--- src/rtl/round_robin_arbiter.sv ---
// Round-robin arbiter with a rotating priority pointer and a per-grant hold quantum.
// A grant is revoked on owner release or, if others wait, on quantum expiry.
module round_robin_arbiter #(
   parameter int NUMBER_OF_DEVICES   = 4,
   parameter int DEVICE_NUMBER_WIDTH = $clog2(NUMBER_OF_DEVICES),
   parameter int MAX_HOLD_CYCLES     = 8
) (
   input  logic                           clock,
   input  logic                           reset,
   input  logic [NUMBER_OF_DEVICES-1:0]   requests,
   output logic [NUMBER_OF_DEVICES-1:0]   grants,
   output logic [DEVICE_NUMBER_WIDTH-1:0] grantedDevice,
   output logic                           grantValid,
   output logic                           preempted
);

   localparam int HOLD_WIDTH = $clog2(MAX_HOLD_CYCLES);
   localparam logic [HOLD_WIDTH-1:0] HOLD_LAST = HOLD_WIDTH'(MAX_HOLD_CYCLES - 1);

   typedef enum logic [1:0] {
      IDLE,
      GRANTED,
      RELEASE
   } state_e;

   state_e                         state_q, state_d;
   logic [NUMBER_OF_DEVICES-1:0]   grants_q, grants_d;
   logic [DEVICE_NUMBER_WIDTH-1:0] granted_device_q, granted_device_d;
   logic                           grant_valid_q, grant_valid_d;
   logic                           preempted_q, preempted_d;
   logic [DEVICE_NUMBER_WIDTH-1:0] pointer_q, pointer_d;
   logic [HOLD_WIDTH-1:0]          hold_counter_q, hold_counter_d;

   logic                           scan_found;
   logic [DEVICE_NUMBER_WIDTH-1:0] scan_winner;
   logic                           owner_requesting;
   logic                           others_requesting;
   logic                           quantum_expired;

   // Scan from the highest offset down so the lowest offset from the pointer wins last.
   always_comb begin
      scan_found  = 1'b0;
      scan_winner = '0;
      for (int i = NUMBER_OF_DEVICES - 1; i >= 0; i--) begin
         if (requests[(int'(pointer_q) + i) % NUMBER_OF_DEVICES]) begin
            scan_found  = 1'b1;
            scan_winner = DEVICE_NUMBER_WIDTH'((int'(pointer_q) + i) % NUMBER_OF_DEVICES);
         end
      end
   end

   assign owner_requesting  = requests[granted_device_q];
   assign others_requesting = |(requests & ~grants_q);
   assign quantum_expired   = (hold_counter_q == HOLD_LAST);

   always_comb begin
      // NOTE: every _d takes its held value first so no path can infer a latch.
      state_d          = state_q;
      grants_d         = grants_q;
      granted_device_d = granted_device_q;
      grant_valid_d    = grant_valid_q;
      preempted_d      = 1'b0;
      pointer_d        = pointer_q;
      hold_counter_d   = hold_counter_q;

      unique case (state_q)
         IDLE: begin
            if (scan_found) begin
               grants_d              = '0;
               grants_d[scan_winner] = 1'b1;
               granted_device_d      = scan_winner;
               grant_valid_d         = 1'b1;
               pointer_d             = DEVICE_NUMBER_WIDTH'((int'(scan_winner) + 1) % NUMBER_OF_DEVICES);
               hold_counter_d        = '0;
               state_d               = GRANTED;
            end
         end
         GRANTED: begin
            hold_counter_d = quantum_expired ? hold_counter_q : hold_counter_q + 1'b1;
            // Owner release is checked first so a simultaneous drop never reports preemption.
            if (!owner_requesting) begin
               grants_d      = '0;
               grant_valid_d = 1'b0;
               state_d       = RELEASE;
            end else if (quantum_expired && others_requesting) begin
               grants_d      = '0;
               grant_valid_d = 1'b0;
               preempted_d   = 1'b1;
               state_d       = RELEASE;
            end
         end
         RELEASE: begin
            state_d = IDLE;
         end
         default: begin
            grants_d      = '0;
            grant_valid_d = 1'b0;
            state_d       = IDLE;
         end
      endcase
   end

   always_ff @(posedge clock) begin
      // NOTE: state is updated with non-blocking assignments so all flops see pre-edge values.
      if (reset) begin
         state_q          <= IDLE;
         grants_q         <= '0;
         granted_device_q <= '0;
         grant_valid_q    <= 1'b0;
         preempted_q      <= 1'b0;
         pointer_q        <= '0;
         hold_counter_q   <= '0;
      end else begin
         state_q          <= state_d;
         grants_q         <= grants_d;
         granted_device_q <= granted_device_d;
         grant_valid_q    <= grant_valid_d;
         preempted_q      <= preempted_d;
         pointer_q        <= pointer_d;
         hold_counter_q   <= hold_counter_d;
      end
   end

   assign grants        = grants_q;
   assign grantedDevice = granted_device_q;
   assign grantValid    = grant_valid_q;
   assign preempted     = preempted_q;

endmodule

--- config.mk ---
export PLATFORM = sky130hd
export DESIGN_NAME = round_robin_arbiter
export DESIGN_NICKNAME = d
export VERILOG_FILES = /design/src/rtl/round_robin_arbiter.sv
export SDC_FILE = /design/constraint.sdc
export NUM_CORES = 1
export LEC_CHECK = 0
export ABC_AREA = 1
export BUFFER_PORTS_ARGS = -buffer_cell sky130_fd_sc_hd__buf_2
export CAP_MARGIN = 5
export CORE_MARGIN = 4
export CORE_UTILIZATION = 38
export CTS_CLUSTER_SIZE = 12
export DETAILED_ROUTE_END_ITERATION = 16
export HOLD_SLACK_MARGIN = 0.1
export PLACE_DENSITY_LB_ADDON = 0.15
export SYNTH_ARGS = -nofsm -noshare
export SYNTH_HDL_FRONTEND = slang
export SYNTH_SLANG_ARGS = --single-unit
--- constraint.sdc ---
create_clock -name clock -period 2.1 [get_ports clock]
set_clock_uncertainty 0.15 [all_clocks]
set_input_delay 0.21 -clock clock [delete_from_list [all_inputs] [get_ports clock]]
set_output_delay 0.21 -clock clock [all_outputs]
set_load 0.02 [all_outputs]
==> results.py, run 1 <==
metrics = {
    "hold_path": {
        "hp-class": "in -> reg",
        "worstHoldStart": "requests[3]",
        "hold_depth": 5,
        "min_to": "preempted$_SDFF_PP0_",
    },
    "clock_tree": {
        "clk_latency_ps": 280,
        "cts_num_sinks": 15,
        "path_clk_slew_ps": 90,
        "cts.repair.resized": 0,
        "cts_tree": "built",
        "numCtsBuffers": 3,
        "htreeDepth": 1,
        "cts-hold-fix-buffers": 1,
        "root_buffer": "clkbuf_4",
        "cts_buffer_depth": 2,
        "cts_setup_buffers": 0,
    },
    "place": {
        "post_dp_cell_area_um2": 1020,
        "io_buffers": 13,
        "gp_congestion": 0.8335,
        "dpl.hpwl_mm": 1.757,
    },
    "detailed_routing": {
        "via_per_inst": 4.919,
        "drt_iter0_drc": 22,
        "wl_per_cell_um": 11.47,
        "ant_nets": 0,
        "via_count": 915,
        "dr.pass1.iters": 4,
        "wl_mm": 2.134,
        "drc": 0,
    },
    "global_routing": {
        "gr-usage-met1_pct": 16.94,
        "grt-busiest-layer": "met2",
        "grt_pass1_vias": 866,
        "grt_pass1_wl_mm": 3.581,
        "grt.met3_usage_pct": 1.357,
        "grt_usage_pct": 13.54,
        "met2_usage_pct": 23.23,
        "grt_max_degree": 12,
        "gr-total-overflow": 0,
        "antenna_found_initial": 0,
    },
    "critical_path": {
        "path_cells": "buf_4, nand2_1, nand3_1, nand2_1, nand3_1, nand2_1, nor2_1, nor2_2, nand2_1, nand3_1, nand2_1, inv_1",
        "crit_path_end_kind": "register",
        "r2r_slack_ps": 360,
        "cp.arrival_ps": 1790,
        "start_kind": "register",
        "critPathKind": "reg -> reg",
        "slowest_stage": "dfxtp_1",
        "max_stage_delay_ps": 420,
        "cpMostUsedCell": "nand2_1",
        "reg2reg_depth": 12,
        "r2r_start": "pointer_q[0]$_SDFFE_PP0P_",
        "worstPathRequired_ps": 2140,
        "worstPathMaxFanout": 8,
        "reg2reg_to": "pointer_q[1]$_SDFFE_PP0P_",
    },
    "logic_synthesis": {
        "synthTopCellsByArea": "dfxtp_1, nand2_1, a21oi_1, nand3_1, nand2_2",
        "yosys.cell_types.count": 23,
        "netlist_area_um2": 927.1,
        "yosys.area.top_type": "dfxtp_1",
        "synth_enable_flop_cells": 0,
        "synth_seq_area_share_pct": 32.39,
        "avgSynthCellArea_um2": 6.575,
        "yosys_warnings": 0,
        "synth_ff_type": "dfxtp_1",
        "synth_seq_cells": 15,
        "synth_most_common_cell": "nand2_1",
        "synth_top_area_share_pct": 32.39,
        "async_flop_share_pct": 0,
        "syn-num-nets": 149,
        "syn-instance-count": 141,
        "synthTopCellsByCount": "nand2_1, a21oi_1, dfxtp_1, inv_1, nand3_1",
    },
    "cells_and_area": {
        "fin_nets": 167,
        "area_growth_pct": 13.90,
        "drive_gt1_share_pct": 23.42,
        "n_antenna_cell": 0,
        "design_area_um2": 1056,
        "n_fill_cell": 242,
    },
    "die": {
        "fp.dieW_um": 57.40,
        "rows": 17,
        "dieArea_um2": 3294,
        "io_pins": 14,
        "die_h_um": 57.40,
        "initial_core_util_pct": 40.74,
        "core_area_um2": 2276,
    },
    "power": {
        "vdd_ir_drop_max_mv": 0.7658,
        "p_total_mw": 1.809,
        "cellPowerDensity_nw_per_um2": 1713,
        "p_leak_nw": 0.5289,
    },
    "flow_run": {
        "drv_cap": 0,
    },
    "sta": {
        "hold_viol": 0,
        "setup_tns_ps": 0,
        "tightest_slew_ps": 393.0,
        "fmax_mhz": 573.5,
        "fin_crit_sh_pct": 83.03,
        "final-max-slew-violation-count": 0,
        "rsz0062_at_grt": "no",
        "setup_viol": 0,
        "slew-limit-headroom_pct": 73.70,
        "fin_crit_ps": 1744,
    },
    "outcome": {
        "outcome": "finished clean",
    },
}
report_power, final:
part / leakage [nW] / switching (mW) / internal (mW)
logic: 0.390 / 0.771 / 0.394
clock network: 0.0150 / 0.0887 / 0.0738
registers: 0.123 / 0.0892 / 0.392
critical path: cells and delay by family, from the launching register on:
family,cells,cell delay [ps]
DFF,1,420
buffers and inverters,2,220
and+or+nand+nor,10,870
worst max-delay path by stage:
stage / end / from / slack [ps]
6_report: pointer_q[1]$_SDFFE_PP0P_ / pointer_q[0]$_SDFFE_PP0P_ / 360
5_1_grt: pointer_q[1]$_SDFFE_PP0P_ / pointer_q[0]$_SDFFE_PP0P_ / 160
4_1_cts: pointer_q[1]$_SDFFE_PP0P_ / pointer_q[0]$_SDFFE_PP0P_ / 370
3_5_place_dp: hold_counter_q[2]$_SDFFE_PP0P_ / pointer_q[1]$_SDFFE_PP0P_ / 380
3_3_place_gp: hold_counter_q[0]$_SDFFE_PP0P_ / pointer_q[1]$_SDFFE_PP0P_ / 400
2_1_floorplan: hold_counter_q[0]$_SDFFE_PP0P_ / pointer_q[0]$_SDFFE_PP0P_ / 550
sequential cells by signal, indices dropped and copies added, names as in the netlist:
name,cells
preempted,1
hold_counter_q,3
grantedDevice,2
pointer_q,2
grantValid,1
grants,4
state_q,2
routing by layer:
metal / part of all wire [%] / up-vias / wire [um]
met4: 1.3 / 0 / 27
met3: 2.8 / 4 / 59
met2: 50 / 11 / 1064
li1: - / 491 / -
met5: 0 / - / 0
met1: 46 / 409 / 984
cell families after synthesis:
logic type      synth area share (%)
compound gates                 17.81
fa+ha+maj                      2.699
buf+inv                        8.367
flops                          32.39
simple gates                   38.73
through the flow:
stage / util, % / hold slack, ps / cells / setup slack, ps
final: 46.40 / 231.3 / 186 / 356.3
after global routing: 46.40 / 259.0 / 186 / 161.7
after CTS: 46.40 / 225.6 / 186 / 367.8
after detailed placement: 44.80 / 310.8 / 181 / 381.1
after global placement: 44.80 / 317.3 / 181 / 403.4
after floorplan: - / 245.3 / 141 / 549.4
cell type report:
| type | instances | area, um^2 | area share (%) |
|---|---|---|---|
| clock buffers | 4 | 26.28 | 2.488 |
| inverters | 16 | 62.56 | 5.924 |
| multi-input cells | 108 | 549.3 | 52.01 |
| flip-flops and latches | 15 | 300.3 | 28.44 |
| well taps | 28 | 35.03 | 3.318 |
| repair buffers | 15 | 82.58 | 7.820 |
placed cells by master (no fill, tap or decap):
| cell type | count |
|---|---|
| clkbuf_4 | 3 |
| o21ai_4 | 1 |
| o21ai_1 | 7 |
| o21ai_2 | 1 |
| a21oi_1 | 15 |
| o211ai_1 | 1 |
| inv_4 | 1 |
| inv_1 | 12 |
| o22ai_1 | 2 |
| buf_4 | 1 |
| nand2_4 | 2 |
| nand3_1 | 12 |
| nand2_1 | 41 |
| nor2_2 | 2 |
| clkbuf_1 | 1 |
| and3_1 | 1 |
| nor2_4 | 1 |
| nor4_1 | 1 |
| nor2_1 | 8 |
| dfxtp_1 | 15 |
| dlygate4sd3_1 | 1 |
| nand2_2 | 9 |
| ha_1 | 2 |
| o21ai_0 | 2 |
| inv_2 | 3 |
| buf_2 | 13 |
No activity file was read; power rests on OpenSTA's default activity.
==> run 2, diff against run 1 <==
Clock period 2.1 ns to 1.7 ns, I/O delays scaled along.
==> run 2 against run 1 <==
Against the previous run:
- combinational power grew 74%
- die area is the same
- setup slack lost 320 ps
- first-iteration DRC count grew 50%
- wire length grew 18%
- power grew 59%
- sequential cell count is the same
- sequential share of layout area shrank 5.2 points
- maximum frequency grew 5.1%
- critical path type unchanged
- largest cell class unchanged
- largest power group unchanged
==> results.py, run 2 (same netlist as run 1, synthesis figures left out) <==
metrics = {
    "die": {
        "initial_core_util_pct": 40.74,
        "rows": 17,
        "io_pins": 14,
        "core_area_um2": 2276,
        "die_h_um": 57.40,
        "fp.dieW_um": 57.40,
        "dieArea_um2": 3294,
    },
    "critical_path": {
        "worstPathRequired_ps": 1730,
        "slowest_stage": "dfxtp_4",
        "max_stage_delay_ps": 400,
        "cp-startpoint": "pointer_q[1]$_SDFFE_PP0P_",
        "reg2reg_to": "hold_counter_q[2]$_SDFFE_PP0P_",
        "cpMostUsedCell": "nand2_4",
        "reg2reg_depth": 11,
        "r2r_slack_ps": 40,
        "start_kind": "register",
        "worstPathMaxFanout": 6,
        "r2r_start": "pointer_q[1]$_SDFFE_PP0P_",
        "critPathKind": "reg -> reg",
        "path_cells": "inv_2, nand2_1, nand2_2, nand2_4, nand2_4, nor2_4, nand2_2, nand2_4, o21ai_4, o21ai_2, nor2_1",
        "crit_path_end_kind": "register",
        "endpoint": "hold_counter_q[2]$_SDFFE_PP0P_",
        "cp.arrival_ps": 1690,
    },
    "flow_run": {
        "drv_cap": 0,
    },
    "sta": {
        "slew-limit-headroom_pct": 69.99,
        "hold_ws_ps": 252.4,
        "hold_viol": 0,
        "tightest_slew_ps": 448.5,
        "postLayoutSetupSlackWorst_ps": 40.63,
        "fin_crit_sh_pct": 97.61,
        "fin_crit_ps": 1659,
        "setup_viol": 0,
        "fmax_mhz": 602.6,
        "rsz0062_at_grt": "yes",
        "final-max-slew-violation-count": 0,
    },
    "detailed_routing": {
        "wl_mm": 2.517,
        "via_per_inst": 5.072,
        "ant_nets": 0,
        "dr.pass1.iters": 6,
        "via_count": 984,
        "drc": 0,
        "drt_iter0_drc": 33,
        "wl_per_cell_um": 12.97,
    },
    "clock_tree": {
        "cts_num_sinks": 15,
        "clk_latency_ps": 280,
        "htreeDepth": 1,
        "cts_tree": "built",
        "root_buffer": "clkbuf_4",
        "cts_buffer_depth": 2,
        "numCtsBuffers": 3,
        "path_clk_slew_ps": 90,
    },
    "cells_and_area": {
        "area_growth_pct": 43.32,
        "fin_nets": 175,
        "layoutNonFillerInstCount": 194,
        "design_area_um2": 1329,
        "n_antenna_cell": 0,
        "largest_reg_flops": 4,
        "final_common_cell": "nand2_1",
        "drive_gt1_share_pct": 53.01,
        "final_cell_mix": "nand2_1, nand2_2, buf_2",
    },
    "global_routing": {
        "gr-total-overflow": 0,
        "grt_pass1_vias": 854,
        "grt_usage_pct": 13.54,
        "antenna_found_initial": 0,
        "grt_pass1_wl_mm": 3.553,
        "grt_max_degree": 12,
    },
    "outcome": {
        "outcome": "finished clean",
    },
    "place": {
        "dpl.hpwl_mm": 1.709,
        "dp.cells": 186,
        "pre_cts_slack_ps": 51.19,
        "gp_congestion": 0.8960,
        "post_dp_cell_area_um2": 1057,
        "io_buffers": 13,
    },
    "power": {
        "p_leak_nw": 0.6370,
        "vdd_ir_drop_max_mv": 1.148,
        "cellPowerDensity_nw_per_um2": 2162,
        "p_total_mw": 2.873,
    },
    "hold_path": {
        "hp-class": "in -> reg",
    },
}
-- run 2: cell types whose count changed in the layout (fill, tap and decap cells not counted), sizes merged --
cell / before / now
buf: 14 / 22
-- run 2: what timing repair did --
item | in CTS | in global routing
hold buffers | 1 | 0
setup endpoints to repair | 0 | 12
hold endpoints to repair | 9 | 0
setup buffers | 0 | 3
gates resized for setup | 0 | 62
-- run 2: worst min path at each step --
stage,slack [ps],end,from,depth (start not counted)
finish,250,preempted$_SDFF_PP0_,requests[3],5
global route,240,preempted$_SDFF_PP0_,requests[3],5
CTS,180,preempted$_SDFF_PP0_,requests[3],5
detailed placement,310,grantValid$_SDFFE_PP0P_,grantValid$_SDFFE_PP0P_,2
global placement,300,grantValid$_SDFFE_PP0P_,grantValid$_SDFFE_PP0P_,2
floorplan,210,pointer_q[0]$_SDFFE_PP0P_,reset,3
-- run 2: worst max-delay path, delay by kind of cell, from the launching register on --
| family | cells | cell delay (ps) |
|---|---|---|
| AND/OR/NAND/NOR | 8 | 700 |
| AO/OA/AOI/OAI | 2 | 220 |
| flip-flops | 1 | 400 |
| buffers and inverters | 1 | 70 |
-- run 2: stage by stage --
step,setup TNS (ps),utilization (%)
after global placement,0,46.45
after floorplan,0,-
final,0,58.38
after global routing,-568.2,58.38
after detailed placement,0,46.45
after CTS,0,48.05
-- run 2: per-layer routing --
metal | share of wire (%) | global-route usage (%) | vias up
li1 | - | - | 507
met1 | 44 | 15.30 | 455
met2 | 53 | 25.16 | 15
met3 | 1.8 | 2.036 | 7
met4 | 2.0 | 4.967 | 0
met5 | 0 | 0 | -
-- run 2: report_power, final --
part / switching [mW] / internal [mW] / total, mW
clock: 0.108 / 0.0910 / 0.199
combinational: 1.24 / 0.794 / 2.04
sequential: 0.138 / 0.498 / 0.635
-- run 2: cell type report --
cell class / instances / area (um^2)
multi-input cells: 108 / 732.0
fillers: 215 / 947.2
repair buffers: 23 / 158.9
inverters: 16 / 67.56
well taps: 28 / 35.03
flip-flops and latches: 15 / 309.0
clock buffers: 4 / 26.28
